--- src/rtl/otter_mem_arbiter.sv ---
// Arbitrates the OTTER fetch (IF) and data (DM) ports onto one variable-latency memory, one transaction at a time.
// Optional starvation guard for the fetch port is enabled by defining ARB_STARVE_GUARD_EN.
module otter_mem_arbiter #(
  parameter int STARVE_LIMIT = 4,
  parameter int CNT_W        = 3
) (
  input  logic        CLK,
  input  logic        RESET,
  input  logic        if_req,
  input  logic [31:0] if_addr,
  input  logic        if_flush,
  output logic [31:0] if_rdata,
  output logic        if_valid,
  output logic        if_stall,
  input  logic        dm_req,
  input  logic        dm_we,
  input  logic [31:0] dm_addr,
  input  logic [31:0] dm_wdata,
  input  logic [1:0]  dm_size,
  input  logic        dm_sign,
  output logic [31:0] dm_rdata,
  output logic        dm_valid,
  output logic        dm_stall,
  output logic        mem_req,
  output logic        mem_we,
  output logic [31:0] mem_addr,
  output logic [31:0] mem_wdata,
  output logic [1:0]  mem_size,
  output logic        mem_sign,
  input  logic        mem_rvalid,
  input  logic [31:0] mem_rdata
);

  localparam logic [1:0] IDLE   = 2'd0;
  localparam logic [1:0] SERV_I = 2'd1;
  localparam logic [1:0] SERV_D = 2'd2;

  logic [1:0] state;
  logic       drop;
  logic       starve_force;
  logic       grant_d;
  logic       grant_i;

  if (STARVE_LIMIT >= (1 << CNT_W)) begin : g_cnt_w_check
    $error("CNT_W too narrow to hold STARVE_LIMIT");
  end

`ifdef ARB_STARVE_GUARD_EN
  logic [CNT_W-1:0] starve_cnt;

  // Counts data grants that jumped a pending fetch; at the limit the fetch wins.
  assign starve_force = (starve_cnt == CNT_W'(STARVE_LIMIT)) && if_req && !if_flush;

  always_ff @(posedge CLK) begin
    if (RESET) begin
      starve_cnt <= '0;
    end else if (grant_i) begin
      starve_cnt <= '0;
    end else if (grant_d && if_req && !if_flush && (starve_cnt != CNT_W'(STARVE_LIMIT))) begin
      starve_cnt <= starve_cnt + 1'b1;
    end
  end
`else
  assign starve_force = 1'b0;
`endif

  assign grant_d = (state == IDLE) && dm_req && !starve_force;
  assign grant_i = (state == IDLE) && !grant_d && if_req && !if_flush;

  // NOTE: state is updated with non-blocking assignments so every register samples pre-edge values.
  always_ff @(posedge CLK) begin
    if (RESET) begin
      state     <= IDLE;
      drop      <= 1'b0;
      mem_we    <= 1'b0;
      mem_addr  <= '0;
      mem_wdata <= '0;
      mem_size  <= '0;
      mem_sign  <= 1'b0;
    end else begin
      case (state)
        IDLE: begin
          if (grant_d) begin
            state     <= SERV_D;
            mem_we    <= dm_we;
            mem_addr  <= dm_addr;
            mem_wdata <= dm_wdata;
            mem_size  <= dm_size;
            mem_sign  <= dm_sign;
          end else if (grant_i) begin
            state    <= SERV_I;
            mem_we   <= 1'b0;
            mem_addr <= if_addr;
            mem_size <= 2'b10;
            mem_sign <= 1'b0;
          end
        end
        SERV_I: begin
          // Memory cannot abort, so a squashed fetch runs on and its data is discarded.
          if (mem_rvalid) begin
            state <= IDLE;
            drop  <= 1'b0;
          end else if (if_flush) begin
            drop <= 1'b1;
          end
        end
        SERV_D: begin
          if (mem_rvalid) state <= IDLE;
        end
        default: state <= IDLE;
      endcase
    end
  end

  assign mem_req  = (state != IDLE);
  assign if_valid = (state == SERV_I) && mem_rvalid && !drop && !if_flush;
  assign dm_valid = (state == SERV_D) && mem_rvalid;
  assign if_rdata = mem_rdata;
  assign dm_rdata = mem_rdata;
  assign if_stall = if_req && !if_valid;
  assign dm_stall = dm_req && !dm_valid;

endmodule

--- config.mk ---
export PLATFORM = sky130hd
export DESIGN_NAME = otter_mem_arbiter
export DESIGN_NICKNAME = d
export VERILOG_FILES = /design/src/rtl/otter_mem_arbiter.sv
export SDC_FILE = /design/constraint.sdc
export NUM_CORES = 1
export LEC_CHECK = 0
export ABC_AREA = 1
export BUFFER_PORTS_ARGS = -buffer_cell sky130_fd_sc_hd__buf_2
export CORE_AREA = 2 2 105 107
export CTS_CLUSTER_DIAMETER = 60
export DETAILED_ROUTE_END_ITERATION = 12
export DIE_AREA = 0 0 107 109
export GPL_TIMING_DRIVEN = 1
export MAX_ROUTING_LAYER = met4
export PLACE_DENSITY_LB_ADDON = 0.3
export SYNTH_ARGS = -nofsm -noshare
export SYNTH_HDL_FRONTEND = slang
export SYNTH_SLANG_ARGS = --single-unit
--- constraint.sdc ---
create_clock -name CLK -period 2.26 [get_ports CLK]
set_clock_uncertainty 0.1 [all_clocks]
set_input_delay 0.565 -clock CLK [delete_from_list [all_inputs] [get_ports CLK]]
set_output_delay 0.565 -clock CLK [all_outputs]
set_load 0.01 [all_outputs]
# After elaboration in Yosys (flattened, before gate mapping)
# Index checks and enable logic that the tools add are counted.
[totals]
inputBits = 138
regBits = 71
elab_cells = 48
[classes]
muxes = 13
reduce_logical = 24
eq_ne = 4
[op_table]
columns = ["cell", "n"]
rows = [
  ["$mux 32", 2],
  ["$logic_and 1x1->1", 10],
  ["$mux 2", 5],
  ["$reduce_and 2->1", 4],
  ["$reduce_bool 2->1", 3],
  ["$logic_not 1->1", 5],
  ["$mux 1", 5],
  ["$pmux 2 s2", 1],
  ["$ne 3x3->1 const B", 1],
  ["$eq 2x1->1 const B", 1],
  ["$eq 2x2->1 const B", 1],
  ["$logic_not 2->1", 1],
  ["$ne 2x1->1 const B", 1],
  ["$reduce_or 2->1", 1],
]

# Logic depth before layout (Yosys ltp)
[logic_depth]
ltp_word = 9
ltp_mapped = 10
depth_no_buf = 8

# Worst setup path after synthesis
# OpenSTA, ideal clock, no wires.
[synth_timing]
kind = "input port to output port"
start = "input port mem_rvalid"
end = "output port if_stall"
slack_ps = 530
cell_stages = 3
path_buffers = 0
arrival_time_ps = 1065
cell_sequence = "nand2_1 -> nor3_1 -> nor2_1"
[synth_via]
elab_chain_len = 5
[synth_rtl]
columns = ["item", "line_no", "source"]
rows = [
  ["start, declared", "30", "input logic mem_rvalid,"],
  ["$logic_and 1x1->1 (3 in series)", "116", "assign if_valid = (state == SERV_I) && mem_rvalid && !drop && !if_flush;"],
  ["via if_valid", "13", "output logic if_valid,"],
  ["$logic_not 1->1", "120", "assign if_stall = if_req && !if_valid;"],
  ["$logic_and 1x1->1", "120", ""],
  ["end, declared", "14", "output logic if_stall,"],
]
# The timed path passes the listed nets, and every way through them passes these cells.

# Worst setup path in the final report
[layout_timing]
start = "register state[1]"
end = "output port if_stall"
[layout_via]
elab_chain_len = 6
[layout_rtl]
columns = ["item", "line_no", "source"]
rows = [
  ["start, declared", "38", "logic [1:0] state;"],
  ["start signal, assigned", "73", "state <= IDLE;"],
  ["start signal, assigned", "84", "state <= SERV_D;"],
  ["start signal, assigned", "91", "state <= SERV_I;"],
  ["$eq 2x1->1", "116", ""],
  ["$logic_and 1x1->1 (3 in series)", "116", ""],
  ["$logic_not 1->1", "120", ""],
  ["$logic_and 1x1->1", "120", ""],
]
# Every way passes these cells.

==> impl_metrics.tcl <==
set metrics [dict create \
    r2r-end "mem_addr[30]" \
    ant_nets 0 \
    syn-cell-area_um2 3522 \
    regArea_um2 1421 \
    grt_pass1_wl_um 14650 \
    synth-main-ff-cell "dfxtp_1" \
    core.rowCount 38 \
    place_congestion 0.7357 \
    cts.sinks 71 \
    drive_gt1_frac 0.3394 \
    drc 0 \
    startpoint "state[1]" \
    die_x_um 107 \
    grt_pass1_vias 3160 \
    powerDensity_nw_per_um2 815.4 \
    yosysMostFrequentCell "nand2_1" \
    rr_worst_depth 9 \
    grt_max_degree 52 \
    insertion_delay_ns 0.33 \
    ys_ff_latch 71 \
    worstSetupEndpointType "output port" \
    synth_top_cell_by_area "dfxtp_1" \
    core_area_um2 10600 \
    drt_pre_antenna_iters 4 \
    status "finished clean" \
    slowest_delay_ns 0.33 \
    drt-total-wl_um 9343 \
    synthTopCellsByCount "nand2_1, nor2_1, dfxtp_1, buf_4" \
    worst-path-max-fanout 3 \
    required_ns 1.59 \
    yosysUniqueCellTypes 19 \
    cp_num_buf_inv 2 \
    yosysSeqAreaShare 0.4036 \
    dp_hpwl_um 6935 \
    rsz0062_at_grt "no" \
    synthCells 501 \
    fin_nets 743 \
    arrival_ns 1.41 \
    cts-buffers-inserted 9 \
    multi_input_area_um2 1404 \
    cts_resized 0 \
    h-tree-depth 3 \
    period_share 0.9199 \
    grt.total_usage 0.1643 \
    yosys_warnings 0 \
    io_pins 275 \
    routedWlPerCell_um 12.56 \
    hold_viol_final 0 \
    path_delay_family "simple AND/OR/NAND/NOR gates" \
    worstSetupPathType "flop to output port" \
    tightestPinTransition_ns 0.3902 \
    ys_top_cells_by_area "dfxtp_1, buf_4, nand2_1" \
    critical_path.cell_chain "inv_1, ha_1, nand2_1, nor3_1, nor2_1, buf_2" \
    slew_violations 0 \
    worstHoldStart "mem_size[1]" \
    cts_root_buf "clkbuf_8" \
    n_fill_cell 1169 \
    portBuffers 178 \
    r2r_slack_ns 0.45 \
    dr_total_vias 3333 \
    synth_edf_count 0 \
    relSlewSlack 0.7396 \
    max_freq_mhz 481.0 \
    post-route-util 0.3980 \
    grt_remaining_overflow 0 \
    antenna_found_initial 0 \
    initialDrtViolationCount 184 \
    async_reset_ff_frac 0 \
    maxCapViolCount 0 \
    synth_top_cell_area_share 0.4036 \
    hold_path.class "flop to flop" \
    crit_path_start_kind "flop" \
    r2r_start "state[0]" \
    avgSynthCellArea_um2 7.030 \
    antenna_cells 0 \
    die_y_um 109 \
    path_clk_slew_ns 0.06 \
    synth_nets 642 \
    leakagePower_uw 0.002238 \
    via_per_inst 4.480 \
    clock_path_buffers 2 \
    setup_tns_ns 0 \
    ir_drop_mv 0.3461 \
    hold-path-cell-count 2 \
    min_to "mem_size[1]" \
    setup_viol 0 \
    initial_core_util 0.3322 \
    slowest_stage "dfxtp_1" \
    cts_tree "built" \
    hold_buffers 0 \
    die-area_um2 11660 \
    min_period_ns 2.079 \
    postCtsSetupBuffers 0 \
    area_delta_synth_final_pct 19.82 \
]
-- worst register-to-register path: cells and delay by family, from the launching register on --
kind / cells / cell delay, ns
buffers and inverters: 3 / 0.60
AND/OR/NAND/NOR: 4 / 0.40
flip-flops: 1 / 0.33
adder cells (fa/ha/maj): 1 / 0.27
AO/OA/AOI/OAI: 1 / 0.05
-- power by group --
group | switching [uW] | internal [uW]
registers | 82.7 | 1420
clock network | 432 | 553
logic | 564 | 389
-- metrics by stage --
step	std cells	setup WS [ns]	hold WS, ns	total power (uW)	instance area [um^2]
floorplan	501	0.5303	0.3382	2238	3522
global placement	731	0.3845	0.3361	2483	4035
detailed placement	731	0.3860	0.3437	2502	4035
CTS	744	0.1083	0.3545	3511	4220
global route	744	0.004294	0.3699	3694	4220
finish	744	0.1810	0.3500	3441	4220
-- final cells by class --
cell class | count | share of cell area
clock inverters | 1 | 0.007115
multi-input cells | 324 | 0.3326
flip-flops and latches | 71 | 0.3368
clock buffers | 12 | 0.03676
repair buffers | 185 | 0.2354
inverters | 11 | 0.009784
well taps | 140 | 0.04151
-- state kept, by name, summed over array words and instances, names as in the netlist --
name / cells
mem_size: 2
mem_wdata: 32
mem_addr: 32
drop: 1
mem_we: 1
mem_sign: 1
state: 2
-- metal layers --
layer / vias to the layer above / track usage / part of all wire / wire length, um
met2: 126 / 0.2834 / 0.49 / 4620
met5: - / - / 0 / 0
li1: 1717 / - / - / -
met1: 1463 / 0.1768 / 0.41 / 3785
met3: 27 / 0.03586 / 0.071 / 664
met4: 0 / 0.08905 / 0.029 / 273
-- worst max path at each step --
stage,endpoint,slack (ns),cells past startpoint
2_1_floorplan,if_stall,0.53,3
3_3_place_gp,if_stall,0.38,5
3_5_place_dp,if_stall,0.39,5
4_1_cts,if_stall,0.11,6
5_1_grt,if_stall,0.004,6
6_report,if_stall,0.18,6
-- cells in the final DEF (no fill, tap or decap), types with 2 or more instances in the layout --
cell type,netlist,final
a21oi_1,39,39
nand2_1,110,110
buf_2,10,178
inv_1,8,8
inv_2,3,3
nor2_1,100,100
buf_12,0,4
ha_1,3,2
buf_4,70,3
clkbuf_8,0,11
dfxtp_1,71,71
o21ai_0,39,39
nand3_1,2,2
o21ai_1,26,26
nand2_4,3,3
-- logic make-up (layout without fill, tap and decap cells) --
kind of cell | after synthesis | in the layout | synth area share
and+or+nand+nor | 217 | 217 | 0.2394
buffers and inverters | 106 | 209 | 0.1986
AOI/OAI and AO/OA | 104 | 104 | 0.1478
DFF | 71 | 71 | 0.4036
adders and majority gates | 3 | 3 | 0.01066
Note: power is estimated with default switching activity, not from simulation.
